## src/rtl/frost32_mem_access_ctrl_pkg.sv

```systemverilog
// Shared types for the Frost32 data-memory access controller.
//   DataInoutAccessType / DataInoutAccessSize : CPU mem-access request encodings
//   MemCtrlState                              : controller FSM states
//   PortOut_Frost32MemCtrlBus                 : registered word-bus request fields
package frost32_mem_access_ctrl_pkg;

  typedef enum logic {
    DiatRead  = 1'b0,
    DiatWrite = 1'b1
  } DataInoutAccessType;

  typedef enum logic [1:0] {
    Dias32  = 2'd0,
    Dias16  = 2'd1,
    Dias8   = 2'd2,
    DiasBad = 2'd3
  } DataInoutAccessSize;

  typedef enum logic [1:0] {
    StMcIdle = 2'd0,
    StMcBus  = 2'd1,
    StMcErr  = 2'd2
  } MemCtrlState;

  // Timeout counter is 8 bits wide.
  localparam int MSB_POS__MEM_CTRL_TIMEOUT_CNT = 7;

  // Widest word address a 32-bit byte address can carry; the top module
  // uses only the low MEM_ADDR_WIDTH bits of this field.
  localparam int MEM_CTRL_ADDR_W = 30;

  typedef struct packed {
    logic                       mem_req;
    logic                       mem_we;
    logic [MEM_CTRL_ADDR_W-1:0] mem_addr;
    logic [3:0]                 mem_byte_en;
    logic [31:0]                mem_wdata;
  } PortOut_Frost32MemCtrlBus;

endpackage

```

## src/rtl/frost32_byte_lane_unit.sv

```systemverilog
// Combinational byte-lane steering for Dias32/16/8 accesses.
//   size, addr_lo   : access size and byte offset within the word
//   wdata           : right-justified store data
//   rdata           : raw word from the memory bus
//   be              : lane enables (bit i = bits [8i+7:8i])
//   wdata_rep       : store data replicated across all lanes
//   rdata_ext       : selected lane(s) shifted down and zero-extended
//   misalign        : size/offset combination is not naturally aligned
module frost32_byte_lane_unit
  import frost32_mem_access_ctrl_pkg::*;
(
  input  DataInoutAccessSize size,
  input  logic [1:0]         addr_lo,
  input  logic [31:0]        wdata,
  input  logic [31:0]        rdata,
  output logic [3:0]         be,
  output logic [31:0]        wdata_rep,
  output logic [31:0]        rdata_ext,
  output logic               misalign
);

  logic [31:0] shifted;

  always_comb begin
    shifted   = rdata >> {addr_lo, 3'b000};
    be        = 4'b0000;
    wdata_rep = wdata;
    rdata_ext = 32'd0;
    misalign  = 1'b0;
    case (size)
      Dias32: begin
        be        = 4'b1111;
        rdata_ext = shifted;
        misalign  = (addr_lo != 2'b00);
      end
      Dias16: begin
        be        = addr_lo[1] ? 4'b1100 : 4'b0011;
        wdata_rep = {2{wdata[15:0]}};
        rdata_ext = {16'h0000, shifted[15:0]};
        misalign  = addr_lo[0];
      end
      Dias8: begin
        be        = 4'b0001 << addr_lo;
        wdata_rep = {4{wdata[7:0]}};
        rdata_ext = {24'h000000, shifted[7:0]};
      end
      default: begin
        // DiasBad is rejected by the controller before any lane is used.
        be        = 4'b0000;
      end
    endcase
  end

endmodule

```

## src/rtl/frost32_mem_access_ctrl.sv

```systemverilog
// Frost32 data-memory controller: turns one CPU mem-access request into one
// transaction on a word-wide req/ack bus, returns load data and wait_for_mem.
//   clk, rst                 : clock, async active-high reset
//   cpu_req/addr/wdata/...   : request from the CPU mem-access port
//   cpu_rdata, cpu_wait      : load data (zero-extended) and stall to the CPU
//   err_sticky               : any faulted access since reset
//   mem_req/we/addr/byte_en/wdata, mem_rdata, mem_ack : memory bus
module frost32_mem_access_ctrl
  import frost32_mem_access_ctrl_pkg::*;
#(
  parameter int MEM_ADDR_WIDTH = 16,
  parameter int TIMEOUT_CYCLES = 64
) (
  input  logic                      clk,
  input  logic                      rst,
  input  logic                      cpu_req,
  input  logic [31:0]               cpu_addr,
  input  logic [31:0]               cpu_wdata,
  input  logic                      cpu_acc_type,
  input  logic [1:0]                cpu_acc_size,
  output logic [31:0]               cpu_rdata,
  output logic                      cpu_wait,
  output logic                      err_sticky,
  output logic                      mem_req,
  output logic                      mem_we,
  output logic [MEM_ADDR_WIDTH-1:0] mem_addr,
  output logic [3:0]                mem_byte_en,
  output logic [31:0]               mem_wdata,
  input  logic [31:0]               mem_rdata,
  input  logic                      mem_ack
);

  localparam int TW = MSB_POS__MEM_CTRL_TIMEOUT_CNT + 1;
  localparam logic [TW-1:0] TMO_LAST = TW'(TIMEOUT_CYCLES - 1);

  MemCtrlState              state;
  PortOut_Frost32MemCtrlBus bus;
  DataInoutAccessSize       size_q;
  logic [1:0]               addr_lo_q;
  logic [TW-1:0]            tmo_cnt;

  DataInoutAccessSize req_size;
  DataInoutAccessSize lane_size;
  logic [1:0]         lane_addr;
  logic [3:0]         lane_be;
  logic [31:0]        lane_wdata;
  logic [31:0]        lane_rdata;
  logic               lane_misalign;
  logic               out_of_range;
  logic               illegal;
  logic               timed_out;

  assign req_size = DataInoutAccessSize'(cpu_acc_size);

  // One lane unit serves both directions: while idle it sees the incoming
  // request (to build be/wdata), afterwards the latched request (to extract
  // read data at mem_ack), so a cpu_req poked mid-transaction cannot disturb it.
  assign lane_size = (state == StMcIdle) ? req_size : size_q;
  assign lane_addr = (state == StMcIdle) ? cpu_addr[1:0] : addr_lo_q;

  frost32_byte_lane_unit u_lane (
    .size      (lane_size),
    .addr_lo   (lane_addr),
    .wdata     (cpu_wdata),
    .rdata     (mem_rdata),
    .be        (lane_be),
    .wdata_rep (lane_wdata),
    .rdata_ext (lane_rdata),
    .misalign  (lane_misalign)
  );

  assign out_of_range = (cpu_addr >> (MEM_ADDR_WIDTH + 2)) != 32'd0;
  assign illegal      = lane_misalign || (req_size == DiasBad) || out_of_range;
  assign timed_out    = (TIMEOUT_CYCLES != 0) && (tmo_cnt == TMO_LAST);

  always_ff @(posedge clk or posedge rst) begin
    if (rst) begin
      state      <= StMcIdle;
      bus        <= '0;
      size_q     <= Dias32;
      addr_lo_q  <= 2'b00;
      tmo_cnt    <= '0;
      cpu_rdata  <= 32'd0;
      cpu_wait   <= 1'b0;
      err_sticky <= 1'b0;
    end else begin
      case (state)
        StMcIdle: begin
          if (cpu_req) begin
            size_q    <= req_size;
            addr_lo_q <= cpu_addr[1:0];
            cpu_wait  <= 1'b1;
            tmo_cnt   <= '0;
            if (illegal) begin
              // Bus fields are left alone: a faulted write never reaches memory.
              state <= StMcErr;
            end else begin
              state           <= StMcBus;
              bus.mem_req     <= 1'b1;
              bus.mem_we      <= (cpu_acc_type == DiatWrite);
              bus.mem_addr    <= MEM_CTRL_ADDR_W'(cpu_addr[MEM_ADDR_WIDTH+1:2]);
              bus.mem_byte_en <= lane_be;
              bus.mem_wdata   <= lane_wdata;
            end
          end
        end
        StMcBus: begin
          // mem_ack takes priority over a timeout in the same cycle.
          if (mem_ack) begin
            if (!bus.mem_we) cpu_rdata <= lane_rdata;
            bus.mem_req <= 1'b0;
            cpu_wait    <= 1'b0;
            state       <= StMcIdle;
          end else if (timed_out) begin
            bus.mem_req <= 1'b0;
            cpu_wait    <= 1'b0;
            cpu_rdata   <= 32'd0;
            err_sticky  <= 1'b1;
            state       <= StMcIdle;
          end else begin
            tmo_cnt <= tmo_cnt + 1'b1;
          end
        end
        StMcErr: begin
          cpu_rdata  <= 32'd0;
          err_sticky <= 1'b1;
          cpu_wait   <= 1'b0;
          state      <= StMcIdle;
        end
        default: state <= StMcIdle;
      endcase
    end
  end

  assign mem_req     = bus.mem_req;
  assign mem_we      = bus.mem_we;
  assign mem_addr    = bus.mem_addr[MEM_ADDR_WIDTH-1:0];
  assign mem_byte_en = bus.mem_byte_en;
  assign mem_wdata   = bus.mem_wdata;

  // Word-address bits above MEM_ADDR_WIDTH are always zero (range check).
  logic unused_addr_hi;
  assign unused_addr_hi = ^(bus.mem_addr >> MEM_ADDR_WIDTH);

endmodule

```

## config.mk

```make
export PLATFORM = sky130hd
export DESIGN_NAME = frost32_mem_access_ctrl
export DESIGN_NICKNAME = d
export VERILOG_FILES = /design/src/rtl/frost32_mem_access_ctrl_pkg.sv /design/src/rtl/frost32_byte_lane_unit.sv /design/src/rtl/frost32_mem_access_ctrl.sv
export SDC_FILE = /design/constraint.sdc
export NUM_CORES = 1
export LEC_CHECK = 0
export BUFFER_PORTS_ARGS = -buffer_cell sky130_fd_sc_hd__buf_4
export CAP_MARGIN = 20
export CORE_MARGIN = 4
export CORE_UTILIZATION = 40
export CTS_CLUSTER_DIAMETER = 200
export DETAILED_ROUTE_END_ITERATION = 8
export GPL_ROUTABILITY_DRIVEN = 0
export PLACE_DENSITY_LB_ADDON = 0.3
export SYNTH_ARGS = -nofsm -noshare
export SYNTH_HDL_FRONTEND = slang
export SYNTH_SLANG_ARGS = --single-unit
export TNS_END_PERCENT = 20
```

## constraint.sdc

```tcl
create_clock -name clk -period 3.4 [get_ports clk]
set_clock_uncertainty 0.05 [all_clocks]
set_input_delay 0.68 -clock clk [delete_from_list [all_inputs] [get_ports clk]]
set_output_delay 0.68 -clock clk [all_outputs]
set_load 0.005 [all_outputs]
```

==> summary.md <==
| Metric | Value |
|---|---|
| Rows | 42 |
| CP Class | flip-flop to flip-flop |
| RSZ-0062 raised after global routing | false |
| Most used DFF post-synth | dfrtp_1 |
| Clock Tree Buf Depth | 2 |
| Avg Inst Size Synth | 11.7 sq um |
| Sink Count | 102 |
| Critical path startpoint category | flip-flop |
| Net Sw Frac | 0.284 |
| Detail Route Antenna Nets | 0 |
| Starting density of the core | 0.409 |
| Crit path top cell by count | ha_1 |
| Via-to-Cell Ratio | 5.21 |
| # placed instances | 818 |
| Power share of the clock group | 0.362 |
| Htree depth | 3 |
| First-pass GRT wire length | 23.9 mm |
| Setup Buffers After CTS | 0 |
| Port bufs | 190 |
| Static Leak | 0.00383 uW |
| Routed wire per std cell | 18.0 um |
| Rel. slew slack | 0.407 |
| Required @ worst endpoint | 3.59 ns |
| Pre-CTS setup slack | 0.477 ns |
| HPWL after DPL | 11.2 mm |
| Ant diodes | 0 |
| Post-synth EDFFs | 0 |
| Met3 Resource Use GR | 0.0485 |
| Slowest stage delay, CP | 0.47 ns |
| Final-stage net count | 765 |
| Area Growth Syn to Fin | 36.3% |
| Outcome | finished clean |
| Delay-heaviest family, CP | multiplexers |
| Largest net degree at the start of global routing | 54 |
| WP data arrival | 3.08 ns |
| Clock tree from TritonCTS | yes |
| I/O pins | 191 |
| Comb power frac | 0.235 |
| Synthesized instance count | 465 |
| Clock root cell | clkbuf_16 |
| Width of the die | 125 um |
| Setup total negative slack | 0 ns |
| Setup slack after layout | 0.510 ns |
| Final period util | 0.850 |
| Synth Net Count | 577 |
| Distinct cells, synth | 45 |
| P_int | 2220 uW |
| DRC | 0 |
| Total GRT Usage | 0.191 |
| Slew @ Worst Pin | 0.886 ns |
| Pwr Total | 3110 uW |
| Final hold vios | 0 |
| Die Span Y | 125 um |
| Pwr/cell area | 419 nW/um^2 |
| Sw Pwr | 884 uW |
| Clock-pin transition on the worst setup and hold timing paths | 0.07 ns |
| Final Slew Violations | 0 |
| CP Cell Sequence | inv_1 -> ha_1 -> mux2i_1 -> ha_1 -> o211ai_2 -> nand4_4 -> buf_4 -> mux2_2 |
| Vias in the first global route | 4520 |
| Clock latency on the worst-skew pair | 0.35 ns |
| Tmin final | 2.89 ns |
| Initial DRC count | 206 |
| Final non-filler cell total | 834 |
| Syn. warnings | 0 |
| Flop pwr share | 0.403 |
| Die area | 15500 sq um |
| Layout cells sized above 1 | 0.456 |
| Util after Layout | 0.558 |
| Most crowded layer after global routing | met2 |
| Total number of vias | 4349 |
| Post-synthesis sequential area ratio | 0.469 |
| Worst vdd ir | 0.230 mV |
| Met2 usage in global routing | 0.323 |
| Fmax | 0.346 GHz |
| Hold_buf cts | 0 |
| Total grt overflow | 0 |
| Drt pass-1 iters | 4 |
| Cell Area, Synth | 5440 sq um |
| Max-Cap Viols | 0 |
| Worst-path maximum fanout | 13 |
| Slowest library cell on the worst path | mux2i_1 |
| Final count of negative-setup-slack endpoints | 0 |
| Setup crit end kind | flip-flop |
| TritonCTS Buffers | 9 |
| Async SR Flop Fraction | 1.00 |
| Core area | 13300 sq um |
| Seq cells post-synth | 102 |
| Post_cts resized | 0 |
| Type of the worst min-delay path | input pin to async pin |
| M1 GR Usage | 0.234 |
| Bufs and invs on worst path | 2 |
| Initial antenna violation count | 0 |
| Detailed Route WL | 15.0 mm |
==> registers in the layout (all words and copies together), names as in the netlist <==
name	flops
addr_lo_q	2
cpu_rdata	32
cpu_wait	1
err_sticky	1
mem_addr	16
mem_byte_en	4
mem_req	1
mem_wdata	32
mem_we	1
size_q	2
state	2
tmo_cnt	8
==> cells in the final DEF, fill, tap and decap left out, types with 2 or more instances in the layout <==
cell type	netlist	routed
a22o_1	22	22
bufinv_16	0	2
ha_1	9	9
o2bb2ai_1	9	9
mux4_2	5	5
buf_12	0	2
or4_1	4	4
inv_1	20	19
clkinvlp_4	0	4
o211ai_1	4	4
o21ai_0	22	22
nor2_1	8	8
and2_1	2	2
and4_1	2	2
nand2_1	62	62
nor4_1	5	5
nor3_1	3	3
nand3b_1	2	2
mux2_2	15	15
mux2_4	51	51
a32o_1	3	3
nor3b_1	2	2
dfrtp_1	102	102
o31ai_1	4	4
buf_4	1	203
mux2i_1	24	24
a22oi_1	8	8
clkbuf_16	0	9
or2_2	3	3
nand3_1	12	12
nand2b_1	4	4
a21oi_1	17	17
==> layer usage <==
| metal | up-vias | part of all wire |
|---|---|---|
| li1 | 2064 | - |
| met4 | 0 | 0.026 |
| met2 | 152 | 0.50 |
| met3 | 25 | 0.058 |
| met1 | 2108 | 0.42 |
| met5 | - | 0 |
==> stage by stage <==
stage | area (sq um) | hold WS [ns]
after CTS | 7410 | 0.416
after global routing | 7410 | 0.447
after global placement | 7090 | 0.406
final | 7410 | 0.406
after detailed placement | 7090 | 0.407
after floorplan | 5440 | 0.409
==> layout make-up <==
class,instances,area [sq um]
Inverter,20,78.8
Sequential cell,102,2550
Fill cell,1141,5880
Timing Repair Buffer,205,1560
Clock inverter,5,82.6
Multi-Input combinational cell,315,2670
Clock buffer,11,243
Tap cell,176,220
==> worst paths after layout <==
| kind | startpoint | endpoint | slack, ns | cells after the start |
|---|---|---|---|---|
| max | state[0] | mem_byte_en[0] | 0.51 | 8 |
| min | rst | mem_addr[13] | 0.41 | 2 |
| max reg2reg | state[0] | mem_byte_en[0] | 0.51 | 8 |
| min reg2reg | err_sticky | err_sticky | 0.42 | 1 |
| max in group asynchronous | rst | cpu_rdata[30] | 2.17 | 3 |
| min in group clk | err_sticky | err_sticky | 0.42 | 1 |
==> cell usage after synthesis (2+ instances only) <==
| library cell | count | area (sq um) |
|---|---|---|
| nor3_1 | 3 | 15.0 |
| inv_1 | 20 | 75.1 |
| nand3_1 | 12 | 60.1 |
| mux4_2 | 5 | 113 |
| a21oi_1 | 17 | 85.1 |
| or4_1 | 4 | 30.0 |
| and4_1 | 2 | 17.5 |
| buf_1 | 3 | 11.3 |
| nor4_1 | 5 | 31.3 |
| o2bb2ai_1 | 9 | 78.8 |
| mux2i_1 | 24 | 240 |
| nand3b_1 | 2 | 15.0 |
| o31ai_1 | 4 | 30.0 |
| nand2_1 | 62 | 233 |
| mux2_2 | 15 | 169 |
| buf_2 | 7 | 35.0 |
| ha_1 | 9 | 113 |
| mux2_4 | 51 | 766 |
| and2_1 | 2 | 12.5 |
| or2_2 | 3 | 18.8 |
| clkbuf_1 | 11 | 41.3 |
| nand2b_1 | 4 | 25.0 |
| nor2_1 | 8 | 30.0 |
| a22oi_1 | 8 | 60.1 |
| dfrtp_1 | 102 | 2550 |
| nor3b_1 | 2 | 15.0 |
| a22o_1 | 22 | 193 |
| buf_6 | 6 | 67.6 |
| o21ai_0 | 22 | 110 |
| o211ai_1 | 4 | 30.0 |
| a32o_1 | 3 | 30.0 |
==> power by group through the flow <==
stage	Combinational (uW)	Sequential, uW	Clock [uW]
2_1_floorplan	477	1270	0
6_report	732	1250	1120
5_1_grt	807	1250	1200
3_3_place_gp	724	1270	0
4_1_cts	736	1250	1160
3_5_place_dp	731	1280	0
==> logic make-up after synthesis <==
kind of cell | count (synthesis) | synth area share
AND/OR/NAND/NOR | 112 | 0.0996
flip-flops | 102 | 0.469
AO/OA/AOI/OAI | 98 | 0.128
multiplexers | 96 | 0.239
buffers and inverters | 48 | 0.0437
adder cells (fa/ha/maj) | 9 | 0.0207
Note: power is estimated with default switching activity, not from simulation.
